==> config.mk <==
export PLATFORM = sky130hd
export DESIGN_NAME = activation_scheduler
export DESIGN_NICKNAME = d
export VERILOG_FILES = /design/src/rtl/activation_scheduler.sv
export SDC_FILE = /design/constraint.sdc
export NUM_CORES = 1
export LEC_CHECK = 0
export CORE_AREA = 2 2 639 641
export DETAILED_ROUTE_END_ITERATION = 8
export DIE_AREA = 0 0 641 643
export SLEW_MARGIN = 25
export SYNTH_ARGS = -nofsm -noshare
export SYNTH_HDL_FRONTEND = slang
export SYNTH_SLANG_ARGS = --single-unit
==> constraint.sdc <==
create_clock -name clk -period 3.3 [get_ports clk]
set_input_delay 0.66 -clock clk [delete_from_list [all_inputs] [get_ports clk]]
set_output_delay 0.66 -clock clk [all_outputs]
set_load 0.01 [all_outputs]
==> src/rtl/activation_scheduler.sv <==
`default_nettype none
// ============================================================================
// Module   : activation_scheduler
// Brief    : Round-robin sharing of one ReLU stage among NUM_REQ requesters.
// Revision : 1.0
// ============================================================================
module activation_scheduler #(
    parameter int NUM_REQ = 2,
    parameter int LANES   = 10,
    parameter int DATA_W  = 32,
    parameter int CNT_W   = 16
) (
    input  logic                             clk,
    input  logic                             rst,
    input  logic [NUM_REQ-1:0]               req_valid,
    output logic [NUM_REQ-1:0]               req_ready,
    input  logic [NUM_REQ*LANES*DATA_W-1:0]  req_data,
    input  logic [NUM_REQ-1:0]               req_bypass,
    output logic [LANES*DATA_W-1:0]          act_in,
    output logic                             act_hold,
    input  logic [LANES*DATA_W-1:0]          act_out,
    output logic                             rsp_valid,
    input  logic                             rsp_ready,
    output logic [LANES*DATA_W-1:0]          rsp_data,
    output logic [$clog2(NUM_REQ)-1:0]       rsp_id,
    output logic [CNT_W-1:0]                 vec_count
);

    localparam int c_idw = $clog2(NUM_REQ);
    localparam int c_vw  = LANES * DATA_W;
    localparam logic [c_idw:0] c_num = (c_idw + 1)'(NUM_REQ);

    typedef enum logic [1:0] {
        ST_IDLE  = 2'd0,
        ST_ISSUE = 2'd1,
        ST_RESP  = 2'd2
    } state_t;

    state_t              r_state;
    state_t              w_state_nxt;
    logic [c_idw-1:0]    r_last;
    logic [c_idw-1:0]    r_id;
    logic                r_byp;
    logic [c_idw-1:0]    w_win;
    logic [c_idw:0]      w_sum;
    logic [NUM_REQ-1:0]  w_rot;
    logic                w_found;
    logic                w_window;
    logic                w_xfer;
    logic [c_vw-1:0]     w_sel_data;
    logic                w_sel_byp;

    assign w_window = (r_state == ST_IDLE) || ((r_state == ST_RESP) && rsp_ready);

    // Bit j of w_rot is requester (last+1+j) mod NUM_REQ, so the lowest set bit wins.
    assign w_rot = NUM_REQ'({req_valid, req_valid} >> ({1'b0, r_last} + (c_idw + 1)'(1)));

    always_comb begin
        w_found = 1'b0;
        w_sum   = '0;
        for (int j = 0; j < NUM_REQ; j++) begin
            if (!w_found && w_rot[j]) begin
                w_found = 1'b1;
                w_sum   = {1'b0, r_last} + (c_idw + 1)'(j + 1);
            end
        end
        if (w_sum >= c_num) begin
            w_sum = w_sum - c_num;
        end
        w_win = w_sum[c_idw-1:0];
    end

    assign w_xfer    = w_window && w_found;
    assign req_ready = w_xfer ? (NUM_REQ'(1) << w_win) : '0;

    always_comb begin
        w_sel_data = '0;
        w_sel_byp  = 1'b0;
        for (int r = 0; r < NUM_REQ; r++) begin
            if (w_win == c_idw'(r)) begin
                w_sel_data = req_data[r*c_vw +: c_vw];
                w_sel_byp  = req_bypass[r];
            end
        end
    end

    always_comb begin
        w_state_nxt = r_state;
        case (r_state)
            ST_IDLE:  if (w_xfer) w_state_nxt = ST_ISSUE;
            ST_ISSUE: w_state_nxt = ST_RESP;
            ST_RESP:  if (rsp_ready) w_state_nxt = w_xfer ? ST_ISSUE : ST_IDLE;
            default:  w_state_nxt = ST_IDLE;
        endcase
    end

    assign act_hold = (r_state != ST_ISSUE);

    always_ff @(posedge clk) begin
        if (!rst) begin
            r_state   <= ST_IDLE;
            r_last    <= c_idw'(NUM_REQ - 1);
            r_id      <= '0;
            r_byp     <= 1'b0;
            act_in    <= '0;
            rsp_valid <= 1'b0;
            rsp_data  <= '0;
            rsp_id    <= '0;
            vec_count <= '0;
        end else begin
            r_state <= w_state_nxt;
            if (w_xfer) begin
                act_in <= w_sel_data;
                r_byp  <= w_sel_byp;
                r_id   <= w_win;
                r_last <= w_win;
            end
            if (r_state == ST_ISSUE) begin
                rsp_data  <= r_byp ? act_in : act_out;
                rsp_id    <= r_id;
                rsp_valid <= 1'b1;
            end
            if ((r_state == ST_RESP) && rsp_ready) begin
                rsp_valid <= 1'b0;
                if (vec_count != {CNT_W{1'b1}}) begin
                    vec_count <= vec_count + CNT_W'(1);
                end
            end
        end
    end

endmodule
`default_nettype wire
### Yosys cells after proc, flatten, opt, wreduce, memory -nomap -nowiden

Cells that the tools add are included.

* bitwise gates (word level): 1
* multiplexer cells: 13
* eq/ne operators: 6
* order comparisons: 1
* shift operators: 2
* add/sub/neg operators: 4
* reduce and logical (&&, ||, !) cells: 9

Operators with widths (count)
* 320-bit two-way mux: 2
* 16-bit by 1-bit adder with 16-bit output, second input constant: 1
* 16-bit inequality test, second input constant: 1
* 2-bit two-way mux: 5
* 2-bit one-hot mux with 3 select lines: 1
* 1-bit two-way mux: 5
* 2-bit inequality test, second input constant: 2
* 2-bit AND reduction: 2
* 4-bit by 2-bit right shift with 2-bit output: 1
* 1-bit logical AND: 3
* 1-bit by 1-bit adder with 2-bit output, second input constant: 1
* 1-bit by 2-bit adder with 2-bit output, second input constant: 1
* 2-bit by 1-bit equality test with 1-bit output, second input constant: 1
* 2-bit equality test, second input constant: 1
* 2-bit >= comparator, second input constant: 1
* 2-bit zero test: 1
* 2-bit by 1-bit inequality test with 1-bit output, second input constant: 1
* 2-bit OR reduction: 1
* 1-bit by 1-bit << shifter with 2-bit output, first input constant: 1
* 1-bit zero test: 1
* 1-bit logical OR: 1
* 1-bit inverter: 1
* 1-bit subtractor, second input constant: 1

* logic and storage cells: 45
* flip-flop bits (word level): 663

### Logic depth before layout (Yosys ltp)

Gate-level depths: netlist of the first run.

* depth after elaboration: 10
* depth in mapped cells: 7
* mapped depth without buffers: 5

### Worst setup path after synthesis of the first run

No wires, ideal clock.

* path type: input to output
* from: input req_valid[1]
* to: output req_ready[1]
* cell stages on the path: 6
* buffers on the path: 3
* slack: 1028 ps
* data required time: 2640 ps
* arrival: 1612 ps
* path through: a21boi_0 > buf_2 > buf_2 > buf_2 > nand2_1 > inv_1

* longest elaborated chain between the ends: 9
* elaborated cells between the ends (all ways): 13
* those cells by class: 1 x add/sub; 1 x order compare; 2 x shift; 6 x mux; 3 x reduce/logical

RTL lines
* start: declaration: line 15 `input logic [NUM_REQ-1:0] req_valid,`
* 4-bit by 2-bit right shift with 2-bit output (*): line 56 `assign w_rot = NUM_REQ'({req_valid, req_valid} >> ({1'b0, r_last} + (c_idw + 1)'(1)));`
* 1-bit two-way mux: line 62 `if (!w_found && w_rot[j]) begin`
* 1-bit zero test: line 62
* 1-bit logical AND: line 62
* 2-bit two-way mux: line 62
* 2-bit >= comparator or 1-bit subtractor (tied branches): line 67, 68
* 1-bit two-way mux: line 67 `if (w_sum >= c_num) begin`
* 1-bit by 1-bit << shifter with 2-bit output: line 74 `assign req_ready = w_xfer ? (NUM_REQ'(1) << w_win) : '0;`
* 2-bit two-way mux (*): line 74
* end: declaration: line 16 `output logic [NUM_REQ-1:0] req_ready,`

Every way passes the cells marked *; elsewhere a longest branch is shown, timed or not.

### Final worst setup path of the first run

* from: register r_state[1]
* to: output req_ready[0]

* longest elaborated chain between the ends: 5
* elaborated cells between the ends (all ways): 6
* those cells by class: 1 x eq/ne; 1 x mux; 4 x reduce/logical

RTL lines
* start: declaration: line 39 `state_t r_state;`
* start signal: assignment: line 111 `r_state <= w_state_nxt;`
* 2-bit equality test: line 53 `assign w_window = (r_state == ST_IDLE) || ((r_state == ST_RESP) && rsp_ready);`
* 1-bit logical AND: line 53
* 1-bit logical OR (*): line 53
* 1-bit logical AND (*): line 73 `assign w_xfer = w_window && w_found;`
* 2-bit two-way mux (*): line 74

Marked as above.

==> results of run 1 <==
kinds of logic (layout without fill, tap and decap cells):
kind of cell	after synthesis	after routing	share of synthesized area, %
multiplexers	646	646	22.4
adder cells (fa/ha/maj)	1	1	0.0434
AO/OA/AOI/OAI	671	671	17.3
buffers and inverters	296	1939	4.47
AND/OR/NAND/NOR	703	703	9.68
other	0	79	0
flip-flops	663	663	46.0
worst reg2reg max path, stage by stage (launching register included):
cell and delay (ns):
dfxtp_1 0.37, nor2b_1 0.17, nor3_2 0.16, buf_4 0.18, buf_12 0.21, buf_12 0.50, nor2_1 0.28, a211oi_1 0.25
metrics by stage:
step / area (um^2) / hold WS [ns]
6_report: 55300 / 0.461
3_3_place_gp: 52000 / 0.447
4_1_cts: 55100 / 0.373
3_5_place_dp: 52000 / 0.453
5_1_grt: 55200 / 0.441
2_1_floorplan: 28800 / 0.429
registers in the layout (all words and copies together) (netlist names):
name       cells
vec_count     16
r_byp          1
rsp_data     320
r_id           1
rsp_valid      1
r_state        2
r_last         1
rsp_id         1
act_in       320
worst paths after layout:
path / from / endpoint / slack (ns) / cells past startpoint
worst max-delay path: r_state[1] / req_ready[0] / 0.24 / 4
worst min-delay path: r_id / rsp_id / 0.46 / 2
worst max register to register: r_state[1] / act_in[54] / 1.06 / 7
worst min register to register: r_id / rsp_id / 0.46 / 2
Yosys cell counts (all sizes together):
master  instances  share of area [%]
a211oi        643                 17
a21boi          1              0.026
a21oi          13               0.23
a31o            1              0.030
a31oi           1              0.022
and4            2              0.065
buf           134                2.4
clkbuf        156                2.0
dfxtp         663                 46
ha              1              0.043
inv             6              0.078
mux2i         646                 22
nand2          16               0.21
nand2b          3              0.065
nand3           7               0.12
nand3b          1              0.069
nand4           5               0.16
nor2          648                8.4
nor2b           2              0.043
nor3            3              0.052
nor4            4               0.16
o21a            1              0.026
o21ai           6               0.10
o31a            1              0.035
o31ai           4               0.10
or2             1              0.022
or3             6               0.13
or3b            1              0.030
or4             4               0.12
final cells by class:
type / count / share of cell area [%]
multi-input combinational: 2021 / 25.8
inverter: 6 / 0.0543
tap: 5428 / 12.3
sequential: 663 / 24.0
clock buffer: 123 / 4.67
antenna: 79 / 0.357
timing repair buffer: 1768 / 31.8
clock inverter: 42 / 1.01
power by group through the flow:
stage / sequential, uW / combinational (uW) / clock, uW
3_3_place_gp: 9770 / 8370 / 0
5_1_grt: 9730 / 8740 / 11400
6_report: 9630 / 8190 / 10700
3_5_place_dp: 9800 / 8380 / 0
4_1_cts: 9640 / 8410 / 11100
2_1_floorplan: 9910 / 2540 / 0
layer usage:
metal	global-route usage, %	routed length, um
met5	0	696
met1	14.2	102000
met2	27.5	164000
met4	4.64	12700
met3	10.3	53000
==> results.yml, run 1 <==
run_status:
  outcome: "finished, final reports clean"
setup_path:
  cp_top_family: "simple AND/OR/NAND/NOR gates"
  crit_path_start_kind: "flip-flop"
  worstSetupPathType: "flip-flop to primary output"
  arrival_ns: 2.40
  critical-path-max-stage-delay_ns: 0.55
  critPathBufInv: 1
  endpoint_kind: "primary output"
  cp_max_fo: 4
  cp.required_ns: 2.64
  cp_slowest_cell: "clkdlybuf4s50_1"
  path_cells: "nor2b_1 -> or3_1 -> nor2_1 -> clkdlybuf4s50_1"
die:
  start_util_pct: 7.11
  die_h_um: 643
  rows: 234
  dieArea_mm2: 0.412
  ios: 1628
  core-area_mm2: 0.405
  die_x_um: 641
route:
  num_vias: 31433
  drtIter0Drc: 2414
  wl_mm: 333
  ant_nets: 0
  route.detailed.drc: 0
  routedWlPerCell_um: 32.8
  vias_per_cell: 3.10
  firstDrtPassIters: 5
power_and_ir_drop:
  pwr-share-seq_pct: 33.7
  p_leak_uw: 0.0186
  peakVddDrop_mv: 0.359
  switching_share_pct: 33.7
  power.clock.fraction_pct: 37.6
  power_uw: 28600
  p_switching_uw: 9640
  p_int_uw: 18900
  powerDensity_mw_per_mm2: 517
  p_comb_share_pct: 28.7
global_route:
  grt_pass1_wl_mm: 396
  gr-total-overflow: 0
  grt_max_degree: 108
  antenna_found_initial: 250
  grt_usage_pct: 15.5
  grt_pass1_vias: 29435
sta:
  setup_tns_ns: 0
  timing.final.crit_share_pct: 92.7
  final-hold-violation-count: 0
  fin_worst_skew_ns: 0.0597
  min_period_ns: 3.06
  layout_setup_ws_ns: 0.241
  maxSlewViolCount: 0
  slew_headroom_pct: 36.7
  worst-slew-pin-transition_ns: 0.946
  setup_violations: 0
  rsz0062_at_grt: "no"
  max_freq_mhz: 327
logic_synthesis:
  synth_area_per_cell_um2: 9.67
  ys_types: 37
  ys_seq_area_share_pct: 46.0
  synth_nets: 3948
  syn_area_mm2: 0.0288
  synthCells: 2980
  ys_warn_count: 0
  synth-seq-cells: 663
clock_tree:
  cts.repair.resized: 0
  ctsLongestPathBuffers: 4
  clockRootBuffer: "clkbuf_16"
  cts_made_buffers: 93
  cts.sink_count: 663
  cts_setup_buffers: 0
  cts_tree: "built"
  clk_latency_ns: 0.82
  clk_pin_slew_ns: 0.05
  cts_hold_buf: 0
  cts-htree-levels: 3
layout:
  fin_cells: 10130
  utilization_pct: 13.6
  drive_gt1_share_pct: 7.16
  mostFrequentLayoutCells: "clkdlybuf4s50_1 (1600), dfxtp_1 (662), nor2_1 (648)"
  area_delta_synth_final_pct: 91.9
  multi_input_area_mm2: 0.0143
  seqCellArea_mm2: 0.0133
  fillers: 46222
  final_nets: 5521
  mostFrequentLayoutCell: "clkdlybuf4s50_1"
place:
  pre_cts_ws_ns: 0.303
  gp_congestion: 0.941
  io_buffers: 1627
  dp_hpwl_mm: 300
  dp.cells: 9886
worst_hold_path:
  hp-class: "flip-flop to flip-flop"
job:
  drv_cap: 0
(Power assumes the default switching activity.)
==> run 2: changes to the inputs <==
CORE_AREA = 2 2 625 627   (was 2 2 639 641)
DIE_AREA = 0 0 627 629   (was 0 0 641 643)
SLEW_MARGIN = 20   (was 25)
clock period = 3.51 ns   (was 3.3 ns; I/O delays follow)
==> results.yml, run 2 (synthesized netlist as in run 1, its figures left out) <==
die:
  rows: 229
  start_util_pct: 7.43
  die_h_um: 629
  die_x_um: 627
  dieArea_mm2: 0.394
  core-area_mm2: 0.388
  ios: 1628
clock_tree:
  cts-htree-levels: 3
  cts_made_buffers: 94
  cts_tree: "built"
  clk_pin_slew_ns: 0.06
  clk_latency_ns: 0.82
  cts_hold_buf: 0
  cts.repair.resized: 0
  clockRootBuffer: "clkbuf_16"
  ctsLongestPathBuffers: 4
  cts.sink_count: 663
  cts_setup_buffers: 0
global_route:
  gr-total-overflow: 0
  antenna_found_initial: 272
  grt_max_degree: 159
  grt_pass1_wl_mm: 412
  grt_usage_pct: 16.9
  grt_pass1_vias: 29810
power_and_ir_drop:
  p_leak_uw: 0.0185
  powerDensity_mw_per_mm2: 489
  p_switching_uw: 9260
  peakVddDrop_mv: 0.358
  p_comb_share_pct: 29.0
  p_int_uw: 17700
  switching_share_pct: 34.4
  power.clock.fraction_pct: 37.3
  power_uw: 26900
  pwr-share-seq_pct: 33.6
place:
  dp.cells: 9640
  io_buffers: 1627
  pre_cts_ws_ns: 0.282
  gp_congestion: 0.936
  dp_hpwl_mm: 310
setup_path:
  cp.required_ns: 2.81
  arrival_ns: 2.59
  worstSetupPathType: "input pin to primary output"
  cp_slowest_cell: "clkdlybuf4s50_1"
  reg2reg_from: "r_state[0]"
  critPathBufInv: 2
  crit_start: "req_valid[0]"
  cp_max_fo: 4
  cp_top_family: "buffers and inverters"
  critical-path-max-stage-delay_ns: 0.62
  path_cells: "clkdlybuf4s50_1 -> nor2_1 -> or3_1 -> nor2_1 -> clkdlybuf4s50_1"
  crit_path_start_kind: "input pin"
  endpoint_kind: "primary output"
layout:
  drive_gt1_share_pct: 6.49
  final_nets: 5507
  mostFrequentLayoutCell: "clkdlybuf4s50_1"
  area_delta_synth_final_pct: 90.9
  fin_cells: 9898
  mostFrequentLayoutCells: "clkdlybuf4s50_1 (1613), dfxtp_1 (662), nor2_1 (648)"
  utilization_pct: 14.2
  reg_top3: "act_in: 320 flops, rsp_data: 320 flops, vec_count: 16 flops"
route:
  firstDrtPassIters: 7
  routedWlPerCell_um: 34.9
  route.detailed.drc: 0
  drtIter0Drc: 2227
  ant_nets: 0
  vias_per_cell: 3.21
  num_vias: 31822
  wl_mm: 346
sta:
  setup_tns_ns: 0
  fin_worst_skew_ns: 0.0590
  setup_violations: 0
  timing.final.crit_share_pct: 93.8
  worst-slew-pin-transition_ns: 1.00
  maxSlewViolCount: 0
  rsz0062_at_grt: "no"
  layout_setup_ws_ns: 0.217
  max_freq_mhz: 304
  final-hold-violation-count: 0
  min_period_ns: 3.29
  slew_headroom_pct: 32.9
run_status:
  outcome: "finished, final reports clean"
job:
  drv_cap: 0
worst_hold_path:
  hp-start: "rsp_id"
  hp-class: "flip-flop to flip-flop"
## run 2: cell count changes in the layout (fill, tap and decap cells not counted), sizes merged, moves of 3 or more
| cell | delta |
|---|---|
| bufinv | -3 |
| clkbuf | +3 |
| buf | -28 |
| clkdlybuf4s50 | +13 |
| inv | -4 |
| diode | +18 |
## run 2: layout make-up
class | instances | area, um^2
fillers | 43916 | 333000
repair buffers | 1753 | 17600
multi-input cells | 2021 | 14300
flip-flops and latches | 663 | 13300
well taps | 5197 | 6500
clock buffers | 126 | 2650
clock inverters | 35 | 438
diodes | 97 | 243
inverters | 6 | 30.0
## run 2: path summary, 6_finish.rpt
kind | to | slack (ns) | depth (start not counted)
hold / removal | rsp_id | 0.46 | 2
setup / recovery | req_ready[0] | 0.22 | 5
setup reg to reg | rsp_data[124] | 1.18 | 5
hold reg to reg | rsp_id | 0.46 | 2
## run 2: per-layer routing
| layer | routed length (um) | GRT usage (%) | up-vias |
|---|---|---|---|
| li1 | - | - | 14183 |
| met1 | 118000 | 16.9 | 15063 |
| met2 | 170000 | 29.9 | 1796 |
| met3 | 44400 | 9.22 | 654 |
| met4 | 13400 | 4.94 | 126 |
| met5 | 818 | 0 | - |
## run 2: through the flow
step	cell area [um^2]	hold slack, ns
6_report	55000	0.458
5_1_grt	54900	0.490
4_1_cts	54800	0.424
3_5_place_dp	51700	0.454
3_3_place_gp	51700	0.450
2_1_floorplan	28800	0.429
## run 2: worst min-delay path: stages (launching register included)
cell     delay (ns)
dfxtp_1        0.31
nand2_1        0.05
a21oi_1        0.05
## run 2: power groups by stage
stage | registers [uW] | clock network [uW] | logic, uW
final | 9060 | 10100 | 7820
after global routing | 9150 | 10600 | 8360
after CTS | 9070 | 10500 | 8070
after detailed placement | 9220 | 0 | 8030
after global placement | 9200 | 0 | 8030
after floorplan | 9320 | 0 | 2390
